[src/rtl/display_shifter_pkg.sv]
// Shared definitions for the seven-segment frame serialiser: segment codes,
// controller states and the frame size.
package display_pkg;

  localparam int FRAME_BITS = 48;

  // Segment bytes are {dp,g,f,e,d,c,b,a}, 1 = lit.
  localparam logic [7:0] SEG_0     = 8'h3F;
  localparam logic [7:0] SEG_1     = 8'h06;
  localparam logic [7:0] SEG_2     = 8'h5B;
  localparam logic [7:0] SEG_3     = 8'h4F;
  localparam logic [7:0] SEG_4     = 8'h66;
  localparam logic [7:0] SEG_5     = 8'h6D;
  localparam logic [7:0] SEG_6     = 8'h7D;
  localparam logic [7:0] SEG_7     = 8'h07;
  localparam logic [7:0] SEG_8     = 8'h7F;
  localparam logic [7:0] SEG_9     = 8'h6F;
  localparam logic [7:0] SEG_DASH  = 8'h40;
  localparam logic [7:0] SEG_BLANK = 8'h00;

  typedef enum logic [2:0] {
    IDLE,
    LOAD,
    SHIFT_LO,
    SHIFT_HI,
    LATCH
  } state_t;

  function automatic logic [7:0] seg_code(input logic [3:0] bcd);
    logic [7:0] code;
    case (bcd)
      4'd0:    code = SEG_0;
      4'd1:    code = SEG_1;
      4'd2:    code = SEG_2;
      4'd3:    code = SEG_3;
      4'd4:    code = SEG_4;
      4'd5:    code = SEG_5;
      4'd6:    code = SEG_6;
      4'd7:    code = SEG_7;
      4'd8:    code = SEG_8;
      4'd9:    code = SEG_9;
      default: code = SEG_DASH;
    endcase
    return code;
  endfunction

endpackage

[src/rtl/display_shifter_bcd_to_seg.sv]
// One digit of the frame: BCD value to seven-segment byte with the DP bit
// supplied by the caller.
module bcd_to_seg
  import display_pkg::*;
(
  input  logic [3:0] bcd,
  input  logic       dp,
  output logic [7:0] seg
);

  logic [7:0] code;

  assign code = seg_code(bcd);
  assign seg  = {dp, code[6:0]};

endmodule

[src/rtl/display_shifter.sv]
// Serialises the six time-of-day digits into a 48-bit seven-segment frame for
// a chain of external latching shift registers (sclk/sdata/latch).
module display_shifter
  import display_pkg::*;
#(
  parameter int CLK_DIV  = 1,
  parameter bit BLANK_LZ = 1'b1
) (
  input  logic       clk_i,
  input  logic       rst_ni,
  input  logic       update_i,
  input  logic       colon_i,
  input  logic [1:0] hour_h_i,
  input  logic [3:0] hour_l_i,
  input  logic [2:0] min_h_i,
  input  logic [3:0] min_l_i,
  input  logic [2:0] sec_h_i,
  input  logic [3:0] sec_l_i,
  output logic       sclk_o,
  output logic       sdata_o,
  output logic       latch_o,
  output logic       busy_o,
  output state_t     state_o
);

  localparam logic [7:0] PHASE_LAST = 8'(CLK_DIV - 1);
  localparam logic [5:0] BIT_FIRST  = 6'(FRAME_BITS - 1);

  state_t      state_q, state_d;
  logic [7:0]  phase_q, phase_d;
  logic [5:0]  bit_q, bit_d;
  logic [47:0] sreg_q, sreg_d;
  logic        pending_q, pending_d;
  logic        phase_done;

  logic [7:0]  seg_hh, seg_hl, seg_mh, seg_ml, seg_sh, seg_sl;
  logic [7:0]  byte_hh;
  logic [47:0] frame;

  bcd_to_seg u_hh (.bcd({2'b00, hour_h_i}), .dp(1'b0),    .seg(seg_hh));
  bcd_to_seg u_hl (.bcd(hour_l_i),          .dp(colon_i), .seg(seg_hl));
  bcd_to_seg u_mh (.bcd({1'b0, min_h_i}),   .dp(1'b0),    .seg(seg_mh));
  bcd_to_seg u_ml (.bcd(min_l_i),           .dp(colon_i), .seg(seg_ml));
  bcd_to_seg u_sh (.bcd({1'b0, sec_h_i}),   .dp(1'b0),    .seg(seg_sh));
  bcd_to_seg u_sl (.bcd(sec_l_i),           .dp(1'b0),    .seg(seg_sl));

  assign byte_hh    = (BLANK_LZ && (hour_h_i == 2'd0)) ? SEG_BLANK : seg_hh;
  assign frame      = {byte_hh, seg_hl, seg_mh, seg_ml, seg_sh, seg_sl};
  assign phase_done = (phase_q == PHASE_LAST);
  assign state_o    = state_q;

  // Handshake: update_i is a one-cycle request with no ready; a request that
  // arrives while a frame is in flight is remembered in pending and several
  // such requests collapse into one follow-up frame.
  always_comb begin
    state_d   = state_q;
    phase_d   = phase_q;
    bit_d     = bit_q;
    sreg_d    = sreg_q;
    pending_d = pending_q | (update_i && (state_q != IDLE));
    case (state_q)
      IDLE: begin
        if (update_i || pending_q) state_d = LOAD;
      end
      LOAD: begin
        sreg_d  = frame;
        bit_d   = BIT_FIRST;
        phase_d = 8'd0;
        state_d = SHIFT_LO;
      end
      SHIFT_LO: begin
        if (phase_done) begin
          phase_d = 8'd0;
          state_d = SHIFT_HI;
        end else begin
          phase_d = phase_q + 8'd1;
        end
      end
      SHIFT_HI: begin
        if (phase_done) begin
          phase_d = 8'd0;
          sreg_d  = {sreg_q[46:0], 1'b0};
          if (bit_q == 6'd0) begin
            state_d = LATCH;
          end else begin
            bit_d   = bit_q - 6'd1;
            state_d = SHIFT_LO;
          end
        end else begin
          phase_d = phase_q + 8'd1;
        end
      end
      LATCH: begin
        if (phase_done) begin
          phase_d = 8'd0;
          // Going straight to LOAD avoids an idle gap between frames.
          state_d = (pending_q || update_i) ? LOAD : IDLE;
        end else begin
          phase_d = phase_q + 8'd1;
        end
      end
      default: state_d = IDLE;
    endcase
    if (state_d == LOAD) pending_d = 1'b0;
  end

  always_ff @(posedge clk_i or negedge rst_ni) begin
    if (!rst_ni) begin
      state_q   <= IDLE;
      phase_q   <= 8'd0;
      bit_q     <= 6'd0;
      sreg_q    <= 48'd0;
      pending_q <= 1'b0;
    end else begin
      state_q   <= state_d;
      phase_q   <= phase_d;
      bit_q     <= bit_d;
      sreg_q    <= sreg_d;
      pending_q <= pending_d;
    end
  end

  // Outputs are registered from the next state so the pins line up with state_q.
  always_ff @(posedge clk_i or negedge rst_ni) begin
    if (!rst_ni) begin
      sclk_o  <= 1'b0;
      sdata_o <= 1'b0;
      latch_o <= 1'b0;
      busy_o  <= 1'b0;
    end else begin
      sclk_o  <= (state_d == SHIFT_HI);
      sdata_o <= ((state_d == SHIFT_LO) || (state_d == SHIFT_HI)) && sreg_d[47];
      latch_o <= (state_d == LATCH);
      busy_o  <= (state_d != IDLE);
    end
  end

endmodule

[config.mk]
export PLATFORM = sky130hd
export DESIGN_NAME = display_shifter
export DESIGN_NICKNAME = d
export VERILOG_FILES = /design/src/rtl/display_shifter_pkg.sv /design/src/rtl/display_shifter_bcd_to_seg.sv /design/src/rtl/display_shifter.sv
export SDC_FILE = /design/constraint.sdc
export NUM_CORES = 1
export LEC_CHECK = 0
export BUFFER_PORTS_ARGS = -buffer_cell sky130_fd_sc_hd__buf_4
export CELL_PAD_IN_SITES_DETAIL_PLACEMENT = 0
export CELL_PAD_IN_SITES_GLOBAL_PLACEMENT = 1
export CORE_MARGIN = 5
export CORE_UTILIZATION = 44
export DETAILED_ROUTE_END_ITERATION = 7
export HOLD_SLACK_MARGIN = 0.08
export PLACE_DENSITY = 0.85
export SLEW_MARGIN = 20
export SYNTH_ARGS = -nofsm -noshare
export SYNTH_HDL_FRONTEND = slang
export SYNTH_HIERARCHICAL = 1
export SYNTH_SLANG_ARGS = --single-unit
[constraint.sdc]
create_clock -name clk_i -period 2.4 [get_ports clk_i]
set_clock_uncertainty 0.2 [all_clocks]
set_input_delay 0.24 -clock clk_i [delete_from_list [all_inputs] [get_ports clk_i]]
set_output_delay 0.24 -clock clk_i [all_outputs]
set_load 0.005 [all_outputs]
==> results of run 1 <==
[power groups by stage]
stage	Clock, µW	Combinational (µW)	Sequential [µW]
2_1_floorplan	0	202	1250
3_3_place_gp	0	270	1250
3_5_place_dp	0	280	1250
4_1_cts	1190	286	1230
5_1_grt	1240	324	1230
6_report	1150	286	1230
[worst max-delay path, delay by kind of cell, from the launching register on]
family	cells	cell delay [ns]
AOI/OAI and AO/OA	1	0.14
adders and majority gates	1	0.15
buffers and inverters	1	0.08
DFF	1	0.38
and+or+nand+nor	3	1.31
[metrics by stage]
| step | power [µW] | hold WS [ns] | setup slack, ns | std cells |
|---|---|---|---|---|
| floorplan | 1448 | -0.2556 | 0.01024 | 482 |
| global placement | 1520 | 0.03211 | 0.05080 | 634 |
| detailed placement | 1530 | 0.04144 | 0.004577 | 634 |
| CTS | 2703 | 0.1610 | 0.01167 | 653 |
| global route | 2796 | 0.2107 | 0.03624 | 654 |
| finish | 2668 | 0.1731 | 0.09828 | 654 |
[what timing repair did]
item                       CTS  global route
hold buffers                 4             0
gates resized for setup      2             6
setup endpoints to repair    9            20
pin swaps                    0             1
cloned                       0             1
hold endpoints to repair    46             0
[layout by cell type, fill, tap and decap left out, types with 4 or more instances in the layout]
cell type,n
o31a_1,6
nor2b_1,10
a21o_1,52
a31oi_1,4
conb_1,11
nor2_1,20
dfrtp_1,70
ha_1,40
clkbuf_8,10
or2_1,5
nand2_1,17
buf_4,51
and3_1,11
dlygate4sd3_1,4
a21oi_1,8
nand2b_1,8
a221o_1,8
a22o_1,41
a22oi_1,6
o21ai_0,19
and2b_1,5
mux2_4,5
inv_1,36
o22ai_1,20
nand3_1,6
[metal layers]
metal  wire length, µm  share of wire (%)  up-vias
li1                  -                  -     1754
met1              4311                 49     1658
met2              4099                 46       50
met3               369                4.2       10
met4               107                1.2        0
met5                 0                  0        -
[sequential cells by signal, indices dropped and copies added (netlist names)]
signal,flops
sclk_o,1
sreg_q,48
bit_q,6
state_o,3
busy_o,1
sdata_o,1
latch_o,1
phase_q,8
pending_q,1
[path summary, 6_finish.rpt]
kind	startpoint	end	slack, ns	depth (start not counted)
max in group asynchronous	rst_ni	sreg_q[34]$_DFFE_PN0P_	1.21	3
min in group asynchronous	rst_ni	pending_q$_DFF_PN0_	0.20	2
worst min-delay path	sec_l_i[1]	sreg_q[0]$_DFFE_PN0P_	0.17	5
worst min register to register	sreg_q[13]$_DFFE_PN0P_	sreg_q[13]$_DFFE_PN0P_	0.28	1
worst max register to register	phase_q[1]$_DFFE_PN0P_	bit_q[4]$_DFFE_PN0P_	0.1	6
worst max-delay path	phase_q[1]$_DFFE_PN0P_	bit_q[4]$_DFFE_PN0P_	0.1	6
[layout make-up]
| type | instances | area share [%] |
|---|---|---|
| multi-input combinational | 338 | 48.07 |
| sequential | 70 | 32.63 |
| timing repair buffer | 59 | 9.044 |
| tap | 136 | 3.170 |
| clock buffer | 10 | 2.564 |
| inverter | 36 | 2.517 |
| clock inverter | 5 | 2.005 |
[cell families after synthesis]
family | after synthesis | synth area share, %
other cells | 1 | 0.08046
xor+xnor | 4 | 0.7518
compound gates | 171 | 27.65
fa+ha+maj | 40 | 10.74
simple gates | 103 | 12.11
flops | 70 | 37.58
mux | 9 | 2.550
buf+inv | 74 | 8.537
==> metrics.cfg, run 1 <==
[final_layout]
area.sequential_mm2 = 0.001752
antenna_cells = 0
fin_nets = 578
drive_gt1_share_pct = 17.57
utilization_pct = 51.99
multiInputGateArea_mm2 = 0.002580
fillers = 930
syn2layout_area_growth_pct = 15.17
fin_area_mm2 = 0.005368

[critical_path]
cp-start-kind = flop
critical-path-slowest-cell = or4_4
critical_path.cell_chain = inv_1, ha_1, or3b_4, or3_4, or4_4, a21oi_2
cp_data_required_time_ns = 2.48
critPathMaxFanout = 5
worstSetupPathType = reg -> reg
critical-path-max-stage-delay_ns = 0.50
end_kind = flop
arrival_ns = 2.38

[global_routing]
first_global_vias = 3388
grt_pass1_wl_mm = 15.37
busiest_layer = met2
met2_usage_pct = 22.55
grt_use_met1_pct = 19.35
antenna_found_initial = 0
grt_remaining_overflow = 0
grt_usage_pct = 14.26
grtUsageMet3_pct = 3.690
grt_max_degree = 40

[floorplan]
pin_count = 31
die_h_um = 112.9
coreArea_mm2 = 0.01032
die_area_mm2 = 0.01275
die_w_um = 112.9
rows = 37
initial_core_util_pct = 45.15

[timing]
setup_viol = 0
period_needed_ns = 2.302
worst_pin_slew_ns = 0.5337
max_freq_ghz = 0.4345
period_share_pct = 95.90
relSlewSlack_pct = 64.15
drv_slew = 0
hold_viol_final = 0
rsz0062_at_grt = no
tns_ns = 0

[pwr]
max-vdd-ir-drop_v = 0.0004033
p_int_uw = 2063
power_leakage_uw = 0.002871
combPwrFrac_pct = 10.7
powerDensity_mw_per_mm2 = 497.1
seqPwrFrac_pct = 46.0
pwr-share-clk_pct = 43.3
switchingPower_uw = 605.3
swShare_pct = 22.69

[clock_tree]
cts-root-buf = clkbuf_8
clock_latency_ns = 0.34
clkTransAtPathRegs_ns = 0.08
tritoncts = yes
clock-sinks = 70
cts_setup_buffers = 0
htreeDepth = 3
cts_buffers = 9
cts_buffer_depth = 2

[synth]
synth.largest_area_cell = dfrtp_1
async_flop_share_pct = 100.0
avgSynthCellArea_um2 = 9.874
yosysSeqAreaShare_pct = 37.58
synthCells = 472
ys.flop_type = dfrtp_1
ys_types = 47
synth_most_common_cell = dfrtp_1
synth.top_cells.by_count = dfrtp_1, a21o_1, a22o_1
synth-edff-count = 0
syn_area_mm2 = 0.004661
netlist.area_leader.share_pct = 37.58
ys_ff_latch = 70
synth_area_leaders = dfrtp_1, ha_1, a21o_1, a22o_1, inv_1
ys_warn_count = 6

[routing]
drt_wl_total_mm = 8.887
via_count = 3472
ant_nets = 0
dr.pass1.iters = 4
drc = 0
post_drt_wl_per_cell_um = 13.59
drt_iter0_markers = 177
viasPerCell = 5.309

[placement]
gp_congestion = 0.8433
io_buffers = 30
place_hpwl_mm = 6.285
dpl_cell_area_mm2 = 0.005046

[outcome]
status = complete, no violations

[hold_path]
timing.hold.worst.class = in -> reg

[flow_run]
drv_cap = 0

Note: power is estimated with default switching activity, not from simulation.
==> run 2, diff against run 1 <==
- CORE_UTILIZATION: 44 -> 52
- PLACE_DENSITY: 0.85 -> 0.94
- clock period: 2.4 -> 2.72 ns (I/O delays scaled with it)
==> run 2 against run 1 <==
  * Sequential power fell by 12%
  * Clock power is 28% lower
  * Combinational power is 13% lower
  * Global-route usage increased by 2.8 points
  * Register-to-register slack better by 0.05 ns
  * Sequential share of layout area grew 1.6 points
  * Cell count decreased by 6.7%
  * Via count fell by 0.23%
  * Routed wire length rose by 0.97%
  * Core utilization grew 6.7 points
  * Non-clock buffer count fell by 16
  * Fmax is 10% lower
==> metrics.cfg, run 2 (same netlist as run 1, synthesis figures left out) <==
[critical_path]
startpoint = phase_q[0]$_DFFE_PN0P_
arrival_ns = 2.61  ; +0.23 ns
r2r_cells = 8  ; +2
cp-endpoint = sreg_q[27]$_DFFE_PN0P_
worstSetupPathType = reg -> reg
cp_data_required_time_ns = 2.76  ; +0.28 ns
r2r_start = phase_q[0]$_DFFE_PN0P_
r2r_slack_ns = 0.15  ; +0.05 ns
cp-start-kind = flop
critPathMaxFanout = 39  ; +34
r2r_end = sreg_q[27]$_DFFE_PN0P_
end_kind = flop

[routing]
viasPerCell = 5.679  ; +7.0%
post_drt_wl_per_cell_um = 14.71  ; +8.3%
via_count = 3464  ; -0.23%
dr.pass1.iters = 4  ; unchanged
drt_wl_total_mm = 8.973  ; +0.97%
wl_met3_um = 372  ; +0.81%
top_layer_used = met4
routed-wl-met2_mm = 4.312  ; +5.2%
drt_iter0_markers = 196  ; +11%
wl_met1_mm = 4.153  ; -3.7%
ant_nets = 0  ; unchanged
drc = 0  ; unchanged

[final_layout]
regMostFlops = sreg_q
fin_nets = 562  ; -2.8%
antenna_cells = 0  ; unchanged
drive_gt1_share_pct = 14.34  ; -3.2 points
layout_common_cells = dfrtp_1, a21o_1, a22o_1, ha_1, buf_4
layout_commonest_cell = dfrtp_1
largest_register_ffs = 48  ; unchanged
reg_top3 = sreg_q (48), phase_q (8), bit_q (6)
fillers = 756  ; -19%
syn2layout_area_growth_pct = 9.852

[floorplan]
rows = 34  ; -8.1%
pin_count = 31  ; unchanged
die_w_um = 104.7  ; -7.3%
die_area_mm2 = 0.01096  ; -14%
die_h_um = 104.7  ; -7.3%
initial_core_util_pct = 53.44  ; +8.3 points
coreArea_mm2 = 0.008721  ; -16%

[timing]
drv_slew = 0  ; unchanged
worst_pin_slew_ns = 0.8681  ; +0.3344 ns
rsz0062_at_grt = no
relSlewSlack_pct = 42.13  ; -22 points
hold_viol_final = 0  ; unchanged
max_freq_ghz = 0.3893  ; -10%
period_needed_ns = 2.569  ; +0.2671 ns
period_share_pct = 94.44  ; -1.5 points
setup_viol = 0  ; unchanged
tns_ns = 0  ; unchanged

[clock_tree]
cts-root-buf = clkbuf_8
htreeDepth = 3  ; unchanged
clkTransAtPathRegs_ns = 0.07  ; about the same
cts_buffers = 9  ; unchanged
cts_setup_buffers = 0  ; unchanged
cts_buffer_depth = 2  ; unchanged
tritoncts = yes
clock_latency_ns = 0.35  ; about the same
clock-sinks = 70  ; unchanged

[global_routing]
antenna_found_initial = 0  ; unchanged
grt_remaining_overflow = 0  ; unchanged
first_global_vias = 3383  ; -0.15%
grt_max_degree = 71  ; +78%
grt_usage_pct = 17.05  ; +2.8 points
grt_pass1_wl_mm = 15.64  ; +1.8%

[pwr]
powerDensity_mw_per_mm2 = 421.1  ; -15%
power_leakage_uw = 0.002754  ; -4.1%
p_total_uw = 2156  ; -19%
max-vdd-ir-drop_v = 0.0002540  ; -37%

[placement]
io_buffers = 30  ; unchanged
gp_congestion = 0.7873  ; -6.6%
place_hpwl_mm = 6.082  ; -3.2%

[flow_run]
drv_cap = 0  ; unchanged

[hold_path]
timing.hold.worst.class = in -> reg
hp-start = sec_l_i[1]

[outcome]
status = complete, no violations

[run 2: report_power, final]
group	switching, µW	internal, µW	total (µW)
combinational	132	116	248
sequential	15.1	1070	1080
clock	383	440	824
total	530	1630	2160
[run 2: timing repair]
action | in CTS | in global routing
hold buffers | 4 | 0
hold endpoints to repair | 75 | 0
resized for setup | 0 | 1
endpoints found under the setup margin | 0 | 1
[run 2: critical path, stage by stage (launching register included)]
cell and delay, ns:
dfrtp_1 0.44, inv_1 0.09, ha_1 0.16, or3b_2 0.47, buf_4 0.17, nor3_2 0.36
nor2_2 0.06, buf_4 0.26, a21o_1 0.23
[run 2: area by class of cell]
class	instances	area [µm²]	share of cell area, %
clock inverter	4	47.55	0.9286
inverter	36	135.1	2.639
multi-input combinational	338	2564	50.07
clock buffer	11	141.4	2.761
sequential	70	1752	34.21
tap	108	135.1	2.639
timing repair buffer	43	345.3	6.745
[run 2: metrics by stage]
step	cells	hold slack, ns	utilization (%)	worst slack (ns)	instance area, µm²
2_1_floorplan	482	-0.2236	-	0.3302	4698
6_report	610	0.2021	58.71	0.1512	5120
4_1_cts	610	0.1917	58.65	0.09003	5115
5_1_grt	610	0.2270	58.71	0.03924	5120
3_5_place_dp	591	0.2484	56.03	0.1520	4886
3_3_place_gp	591	0.2389	56.03	0.2093	4886
[run 2: worst min-delay path by stage]
stage,slack (ns),to,depth (start not counted)
floorplan,-0.22,bit_q[0]$_DFFE_PN0P_,0
global placement,0.24,busy_o$_DFF_PN0_,1
detailed placement,0.25,phase_q[6]$_DFFE_PN0P_,1
CTS,0.19,sreg_q[0]$_DFFE_PN0P_,5
global route,0.23,sreg_q[0]$_DFFE_PN0P_,5
finish,0.20,sreg_q[0]$_DFFE_PN0P_,5
[run 2: layer usage]
| layer | global-route usage [%] | vias to the layer above |
|---|---|---|
| li1 | - | 1724 |
| met1 | 23.02 | 1667 |
| met2 | 26.88 | 63 |
| met3 | 3.946 | 10 |
| met4 | 6.301 | 0 |
| met5 | 0 | - |
